===== src/rtl/router_egress_arb.sv =====
// Egress merge stage: four per-lane FIFOs drained onto one valid/ready stream
// by a round-robin arbiter that tags each word with its source lane.
module router_egress_arb #(
   parameter int DATA_WIDTH = 32,
   parameter int DEPTH      = 4
) (
   input  logic                  clk,
   input  logic                  reset,
   input  logic [DATA_WIDTH-1:0] din0,
   input  logic [DATA_WIDTH-1:0] din1,
   input  logic [DATA_WIDTH-1:0] din2,
   input  logic [DATA_WIDTH-1:0] din3,
   input  logic [3:0]            din_vld,
   output logic [DATA_WIDTH-1:0] dout,
   output logic                  dout_valid,
   output logic [1:0]            dout_port,
   input  logic                  dout_ready,
   output logic [3:0]            drop,
   output logic [3:0]            full
);

   localparam int AW = $clog2(DEPTH);
   localparam int CW = AW + 1;

   logic [DATA_WIDTH-1:0] din_lane [4];
   logic [DATA_WIDTH-1:0] head     [4];
   logic [3:0]            nonempty;
   logic [3:0]            push;
   logic [3:0]            pop;

   logic [DATA_WIDTH-1:0] dout_reg;
   logic [1:0]            dout_port_reg;
   logic                  dout_valid_reg;
   logic [1:0]            rr_ptr_reg;

   logic                  out_free;
   logic                  grant_any;
   logic [1:0]            grant_idx;
   logic [1:0]            scan_idx;

   assign din_lane[0] = din0;
   assign din_lane[1] = din1;
   assign din_lane[2] = din2;
   assign din_lane[3] = din3;

   // The output register may take a new word when empty or being consumed now.
   assign out_free = ~dout_valid_reg | dout_ready;

   genvar gi;
   generate
      for (gi = 0; gi < 4; gi++) begin : g_port
         logic [DATA_WIDTH-1:0] mem [DEPTH];
         logic [AW-1:0]         wr_ptr_reg;
         logic [AW-1:0]         rd_ptr_reg;
         logic [CW-1:0]         count_reg;
         logic                  drop_reg;

         assign full[gi]     = (count_reg == CW'(DEPTH));
         assign nonempty[gi] = (count_reg != '0);
         // Fullness is judged before the edge, so a same-edge pop never rescues a push.
         assign push[gi]     = din_vld[gi] & ~full[gi];
         assign pop[gi]      = out_free & grant_any & (grant_idx == 2'(gi));
         assign head[gi]     = mem[rd_ptr_reg];
         assign drop[gi]     = drop_reg;

         always_ff @(posedge clk) begin
            if (push[gi]) begin
               mem[wr_ptr_reg] <= din_lane[gi];
            end
         end

         always_ff @(posedge clk) begin
            if (reset) begin
               wr_ptr_reg <= '0;
               rd_ptr_reg <= '0;
               count_reg  <= '0;
               drop_reg   <= 1'b0;
            end else begin
               if (push[gi]) begin
                  wr_ptr_reg <= wr_ptr_reg + AW'(1);
               end
               if (pop[gi]) begin
                  rd_ptr_reg <= rd_ptr_reg + AW'(1);
               end
               count_reg <= count_reg + CW'(push[gi]) - CW'(pop[gi]);
               if (din_vld[gi] && full[gi]) begin
                  drop_reg <= 1'b1;
               end
            end
         end
      end
   endgenerate

   // First non-empty FIFO at or after rr_ptr, wrapping modulo 4.
   always_comb begin
      grant_any = 1'b0;
      grant_idx = rr_ptr_reg;
      scan_idx  = rr_ptr_reg;
      for (int k = 0; k < 4; k++) begin
         scan_idx = rr_ptr_reg + 2'(k);
         if (!grant_any && nonempty[scan_idx]) begin
            grant_any = 1'b1;
            grant_idx = scan_idx;
         end
      end
   end

   always_ff @(posedge clk) begin
      if (reset) begin
         dout_reg       <= '0;
         dout_port_reg  <= '0;
         dout_valid_reg <= 1'b0;
         rr_ptr_reg     <= '0;
      end else if (out_free) begin
         if (grant_any) begin
            dout_reg       <= head[grant_idx];
            dout_port_reg  <= grant_idx;
            dout_valid_reg <= 1'b1;
            rr_ptr_reg     <= grant_idx + 2'd1;
         end else begin
            dout_valid_reg <= 1'b0;
         end
      end
   end

   assign dout       = dout_reg;
   assign dout_port  = dout_port_reg;
   assign dout_valid = dout_valid_reg;

endmodule


===== config.mk =====
export PLATFORM = sky130hd
export DESIGN_NAME = router_egress_arb
export DESIGN_NICKNAME = d
export VERILOG_FILES = /design/src/rtl/router_egress_arb.sv
export SDC_FILE = /design/constraint.sdc
export NUM_CORES = 1
export LEC_CHECK = 0
export BUFFER_PORTS_ARGS = -buffer_cell sky130_fd_sc_hd__buf_2
export CORE_MARGIN = 10
export CORE_UTILIZATION = 50
export CTS_BUF_LIST = sky130_fd_sc_hd__clkbuf_8
export CTS_CLUSTER_DIAMETER = 60
export CTS_CLUSTER_SIZE = 10
export DETAILED_ROUTE_END_ITERATION = 12
export PLACE_DENSITY = 0.68
export SLEW_MARGIN = 20
export SYNTH_ARGS = -nofsm -noshare
export SYNTH_HDL_FRONTEND = slang
export SYNTH_SLANG_ARGS = --single-unit

===== constraint.sdc =====
create_clock -name clk -period 3.8 [get_ports clk]
set_input_delay 0.38 -clock clk [delete_from_list [all_inputs] [get_ports clk]]
set_output_delay 0.38 -clock clk [all_outputs]
set_load 0.03 [all_outputs]

After elaboration in Yosys (flattened, before gate mapping)
Memories as Yosys holds them, arrays and structs flattened. A register that Yosys moved wholly into a read port is not among the register bits.
Cells that the tools add are included.
{"block": "word_totals", "register_bits": 69, "ramBits": 512, "input_bits": 135, "output_inout_bits": 43, "n_memories": 4}
{"block": "classes", "addsub": 20, "order_cmp": 5, "n_eq_ne": 7, "muxes": 35, "n_bitwise": 16, "reduce_logical": 16}
{"memory": "g_port[0].mem", "depth": 4, "width": 32, "rd": 1, "rd_clocked_by_memory_dff": 1, "write_ports": 1, "line": "52", "text": "logic [DATA_WIDTH-1:0] mem [DEPTH];"}
{"memory": "g_port[1].mem", "depth": 4, "width": 32, "rd": 1, "rd_clocked_by_memory_dff": 1, "write_ports": 1, "line": "52"}
{"memory": "g_port[2].mem", "depth": 4, "width": 32, "rd": 1, "rd_clocked_by_memory_dff": 1, "write_ports": 1, "line": "52"}
{"memory": "g_port[3].mem", "depth": 4, "width": 32, "rd": 1, "rd_clocked_by_memory_dff": 1, "write_ports": 1, "line": "52"}
{"cell": "$bmux 32 s2", "count": 1}
{"cell": "$mux 32", "count": 2}
{"cell": "$mux 2", "count": 11}
{"cell": "$add 2x1->2 const B", "count": 10}
{"cell": "$mux 1", "count": 17}
{"cell": "$add 3x1->3", "count": 4}
{"cell": "$eq 3x3->1 const B", "count": 4}
{"cell": "$lt 2x3->1 const B", "count": 4}
{"cell": "$reduce_bool 3->1", "count": 4}
{"cell": "$sub 3x1->3", "count": 4}
{"cell": "$and 1x1->1", "count": 9}
{"cell": "$bmux 1 s2", "count": 4}
{"cell": "$logic_and 1x1->1", "count": 7}
{"cell": "$not 1->1", "count": 5}
{"cell": "$add 2x2->2 const B", "count": 2}
{"cell": "$eq 2x2->1 const B", "count": 2}
{"cell": "$ge 3x3->1 const B", "count": 1}
{"cell": "$logic_not 1->1", "count": 3}
{"cell": "$not 2->3", "count": 1}
{"cell": "$eq 2x1->1 const B", "count": 1}
{"cell": "$logic_not 2->1", "count": 1}
{"cell": "$reduce_and 2->1", "count": 1}
{"cell": "$or 1x1->1", "count": 1}

Longest topological paths before layout
{"block": "logic_depth", "ltp_word": 17, "depth_mapped": 15}

Worst setup path after synthesis
No wires, ideal clock.
{"block": "synth_path", "kind": "register to register", "from": "reg g_port[3].count_reg[0]", "to": "reg g_port[2].count_reg[2]", "setup_time_ns": 0.128, "t_arrival_ns": 2.665, "required_time_ns": 3.672, "path_slack_ns": 1.007, "stages_incl_launch_ff": 15, "path_buffers": 1, "synth_period_minus_slack_ns": 2.793, "cell_sequence": "dfxtp_1 -> or3_1 -> buf_6 -> nor4_4 -> a21oi_2 -> nand3_1 -> nor2_1 -> ha_1 -> inv_1 -> ha_1 -> inv_1 -> fa_1 -> xor2_1 -> xnor2_1 -> nor2_1"}
{"block": "synth_between", "elab_chain_cells": 16}
{"item": "start, declared", "line": "55", "text": "logic [CW-1:0] count_reg;"}
{"item": "start signal, assigned", "line": "85", "text": "count_reg <= count_reg + CW'(push[gi]) - CW'(pop[gi]);"}
{"item": "$reduce_bool 3->1 (*)", "line": "59", "text": "assign nonempty[gi] = (count_reg != '0);"}
{"item": "$bmux 1 s2", "line": "101", "text": "if (!grant_any && nonempty[scan_idx]) begin"}
{"item": "$mux 1 (not written as such)", "line": "101"}
{"item": "$mux 1", "line": "101"}
{"item": "$logic_not 1->1", "line": "101"}
{"item": "$logic_and 1x1->1", "line": "101"}
{"item": "$mux 1", "line": "101"}
{"item": "$logic_not 1->1", "line": "101"}
{"item": "$logic_and 1x1->1", "line": "101"}
{"item": "$mux 1", "line": "101"}
{"item": "$logic_not 1->1", "line": "101"}
{"item": "$logic_and 1x1->1", "line": "101"}
{"item": "$mux 2 / $mux 1 (equally long branches)", "line": "101"}
{"item": "$eq 2x2->1 / $and 1x1->1 (equally long branches)", "line": "62", "text": "assign pop[gi] = out_free & grant_any & (grant_idx == 2'(gi));"}
{"item": "$and 1x1->1 (*)", "line": "62"}
{"item": "net pop[2]", "line": "29", "text": "logic [3:0] pop;"}
{"item": "$sub 3x1->3 (*)", "line": "85"}
{"item": "end signal, assigned", "line": "85"}
{"item": "end, declared", "line": "55"}
The timed path passes the listed nets; every way through them passes the cells marked *. The select of a mux whose other input is x is not followed.
A chain may end at the register's enable or synchronous reset.

Final worst setup path
{"block": "layout_path", "from": "reg g_port[3].count_reg[1]", "to": "reg g_port[3].count_reg[2]"}
{"block": "layout_between", "elab_chain_cells": 16}
{"item": "$reduce_bool 3->1 (*)", "line": "59"}
{"item": "$bmux 1 s2", "line": "101"}
{"item": "$mux 1 (not written as such)", "line": "101"}
{"item": "$mux 1", "line": "101"}
{"item": "$logic_not 1->1", "line": "101"}
{"item": "$logic_and 1x1->1", "line": "101"}
{"item": "$mux 1", "line": "101"}
{"item": "$logic_not 1->1", "line": "101"}
{"item": "$logic_and 1x1->1", "line": "101"}
{"item": "$mux 1", "line": "101"}
{"item": "$logic_not 1->1", "line": "101"}
{"item": "$logic_and 1x1->1", "line": "101"}
{"item": "$mux 2 / $mux 1 (equally long branches)", "line": "101"}
{"item": "$eq 2x2->1 / $and 1x1->1 (equally long branches)", "line": "62"}
{"item": "$and 1x1->1 (*)", "line": "62"}
{"item": "net pop[3]", "line": "29"}
{"item": "$sub 3x1->3 (*)", "line": "85"}
Marked as above.

==> impl_metrics.tcl <==
set metrics [dict create \
    synth_top_area_frac 0.670 \
    grt-ovfl-total 0 \
    antenna_found_initial 3 \
    dieArea_um2 54900 \
    swShare 0.348 \
    cts_buffer_depth 3 \
    nets 1718 \
    area_growth_pct 17.8 \
    peakVddDrop_uv 1060 \
    hold_path_class "input pin to register" \
    clockRootBuffer "clkbuf_8" \
    holdCritStartpoint "dout_ready" \
    cts_hold_buf 132 \
    wl_per_cell_um 25.0 \
    cts_tree "done" \
    yosys.area.top_type "edfxtp_1" \
    setup_slack_ns 0.650 \
    hold_path_depth 3 \
    grt_pass1_wl_um 82300 \
    cp_max_fo 10 \
    yosys_register_bits 589 \
    start_kind "register" \
    worst_clock_skew_ns 0.0408 \
    worst-r2r-cell-count 12 \
    routed-via-count 12600 \
    ant_nets 0 \
    p_leak_uw 0.00948 \
    drtPass1Iterations 6 \
    placed_cell_area_um2 24500 \
    cts.htree.levels 3 \
    synth.distinct_cells 50 \
    critPathKind "register to register" \
    yosys_warnings 0 \
    worst_ep_arrival_time_ns 3.67 \
    fin_setup_tns_ns 0 \
    routabilityCongestion 0.773 \
    intPower_uw 12100 \
    cts_resized 0 \
    tightest_slew_ns 0.894 \
    p_switching_uw 6430 \
    grt_pass1_vias 12900 \
    rrSetupSlack_ns 0.65 \
    groute.usage.overall 0.204 \
    clk_latency_ns 0.65 \
    synth_nets 1387 \
    finalHoldViolCount 0 \
    drc 0 \
    cp-end-kind "register" \
    cts_setup_buffers 0 \
    wl_um 55200 \
    pre_cts_slack_ns 0.634 \
    setup_viol 0 \
    rows 78 \
    cts_sinks 589 \
    worstPathRequired_ns 4.32 \
    portBuffers 177 \
    dieWidth_um 234 \
    clkPwrFrac 0.219 \
    slew_violations 0 \
    r2r-start "g_port[3].count_reg[1]" \
    rsz0062_at_grt "no" \
    stdcell_area_um2 27000 \
    core_area_um2 45400 \
    syn-cell-area_um2 22900 \
    p_comb_frac 0.329 \
    place_hpwl_um 34800 \
    syn_area_per_cell_um2 18.7 \
    die_y_um 234 \
    synth_area_leaders "edfxtp_1 67%, mux4_2 13%, dfxtp_1 6.7%, a21oi_1 1.7%, nand3_1 1.5%" \
    synth-seq-area-share 0.737 \
    finalCriticalPeriod_ns 3.15 \
    drive_gt1_frac 0.278 \
    grt_max_degree 66 \
    synth-edff-count 512 \
    fin_crit_sh 0.829 \
    cap_violations 0 \
    clk_pin_slew_ns 0.07 \
    synthArstFlopShare 0 \
    p_per_area_nw_per_um2 684 \
    via_per_inst 5.67 \
    cts_buffers 70 \
    postSynthCellCount 1224 \
    drt_iter0_drc 1295 \
    power_frac_seq 0.452 \
    start_util 0.506 \
    status "finished, final reports clean" \
    slew_headroom 0.404 \
    fmax_mhz 317 \
    largest_register_ffs 512 \
    yosys_most_used_dff "edfxtp_1" \
    r2r-end "g_port[3].count_reg[2]" \
    io_pins 178 \
    hold_path_end "dout_valid" \
]
cell families (layout without fill, tap and decap cells):
logic type	count (synthesis)	after routing	share of synthesized area
AO/OA/AOI/OAI	193	193	0.0507
XOR/XNOR	13	13	0.00496
adder cells (fa/ha/maj)	28	28	0.0166
buffers and inverters	104	490	0.0219
flip-flops	589	589	0.737
multiplexers	138	138	0.130
other	0	3	0
AND/OR/NAND/NOR	159	159	0.0381
per-stage QoR:
step,utilization,power [uW],std cells,hold WS [ns]
floorplan,-,12600,1224,0.438
global placement,0.539,14400,1951,0.440
detailed placement,0.539,14500,1951,0.449
CTS,0.596,18700,2210,0.0296
global route,0.596,19400,2211,0.0730
finish,0.596,18500,2213,0.0751
synth_stat cells (4+ instances only):
| master | instances |
|---|---|
| mux2_2 | 6 |
| fa_1 | 4 |
| nand3_1 | 67 |
| a211o_1 | 32 |
| o21ai_0 | 67 |
| mux4_2 | 128 |
| inv_1 | 24 |
| ha_1 | 24 |
| nand2_1 | 4 |
| nor2_1 | 33 |
| xnor2_1 | 11 |
| edfxtp_1 | 512 |
| and2_1 | 16 |
| nor2b_1 | 16 |
| buf_4 | 6 |
| a21oi_1 | 80 |
| clkbuf_1 | 37 |
| dfxtp_1 | 77 |
| buf_6 | 6 |
| buf_2 | 26 |
worst max-delay path, stage by stage, from the launching register on:
cell and delay, ns:
dfxtp_1 0.33, or3_1 0.52, nor4_4 0.36, a21oi_2 0.14, nand3_1 0.27, nor2_1 0.10, ha_1 0.28, inv_1 0.03
ha_1 0.18, fa_1 0.38, xnor2_1 0.21, xnor2_1 0.15, nor2_1 0.05
how the worst max path moves through the flow:
stage	from	to	slack [ns]
after floorplan	g_port[3].count_reg[0]	g_port[2].count_reg[2]	1.01
after global placement	g_port[3].count_reg[1]	g_port[2].count_reg[2]	0.78
after detailed placement	g_port[3].count_reg[0]	g_port[3].count_reg[2]	0.63
after CTS	g_port[3].count_reg[1]	g_port[3].count_reg[2]	0.61
after global routing	g_port[3].count_reg[2]	g_port[1].count_reg[2]	0.40
final	g_port[3].count_reg[1]	g_port[3].count_reg[2]	0.65
power by group through the flow:
stage	combinational, uW	sequential (uW)	clock [uW]
floorplan	4080	8500	0
global route	6590	8440	4420
finish	6080	8360	4050
CTS	6130	8370	4150
detailed placement	5990	8510	0
global placement	5940	8460	0
layout make-up:
| type | instances | area (um^2) |
|---|---|---|
| repair buffers | 339 | 2470 |
| inverters | 24 | 90.1 |
| fillers | 3378 | 18300 |
| flip-flops and latches | 589 | 16900 |
| clock inverters | 55 | 259 |
| diodes | 3 | 7.51 |
| multi-input cells | 531 | 5550 |
| well taps | 600 | 751 |
| clock buffers | 72 | 991 |
layer usage:
layer / part of all wire / GRT usage / up-vias
li1: - / - / 5565
met1: 0.41 / 0.271 / 6392
met2: 0.47 / 0.313 / 491
met3: 0.086 / 0.0602 / 102
met4: 0.034 / 0.0776 / 4
met5: 0.00045 / 0 / -
cells in the final DEF (no fill, tap or decap), types with 4 or more instances in the layout:
cell           instances
nand2_1                4
buf_2                177
ha_1                  24
buf_4                 27
o21ai_0               67
mux4_2               128
mux2_2                 6
nor2b_1               16
a21oi_1               80
a211o_1               32
clkbuf_8              72
edfxtp_1             512
dlygate4sd3_1        132
dfxtp_1               72
nand3_1               67
and2_1                16
nor2_1                32
fa_1                   4
xnor2_1               11
dfxtp_2                5
inv_1                 72
No activity file was read; power rests on OpenSTA's default activity.
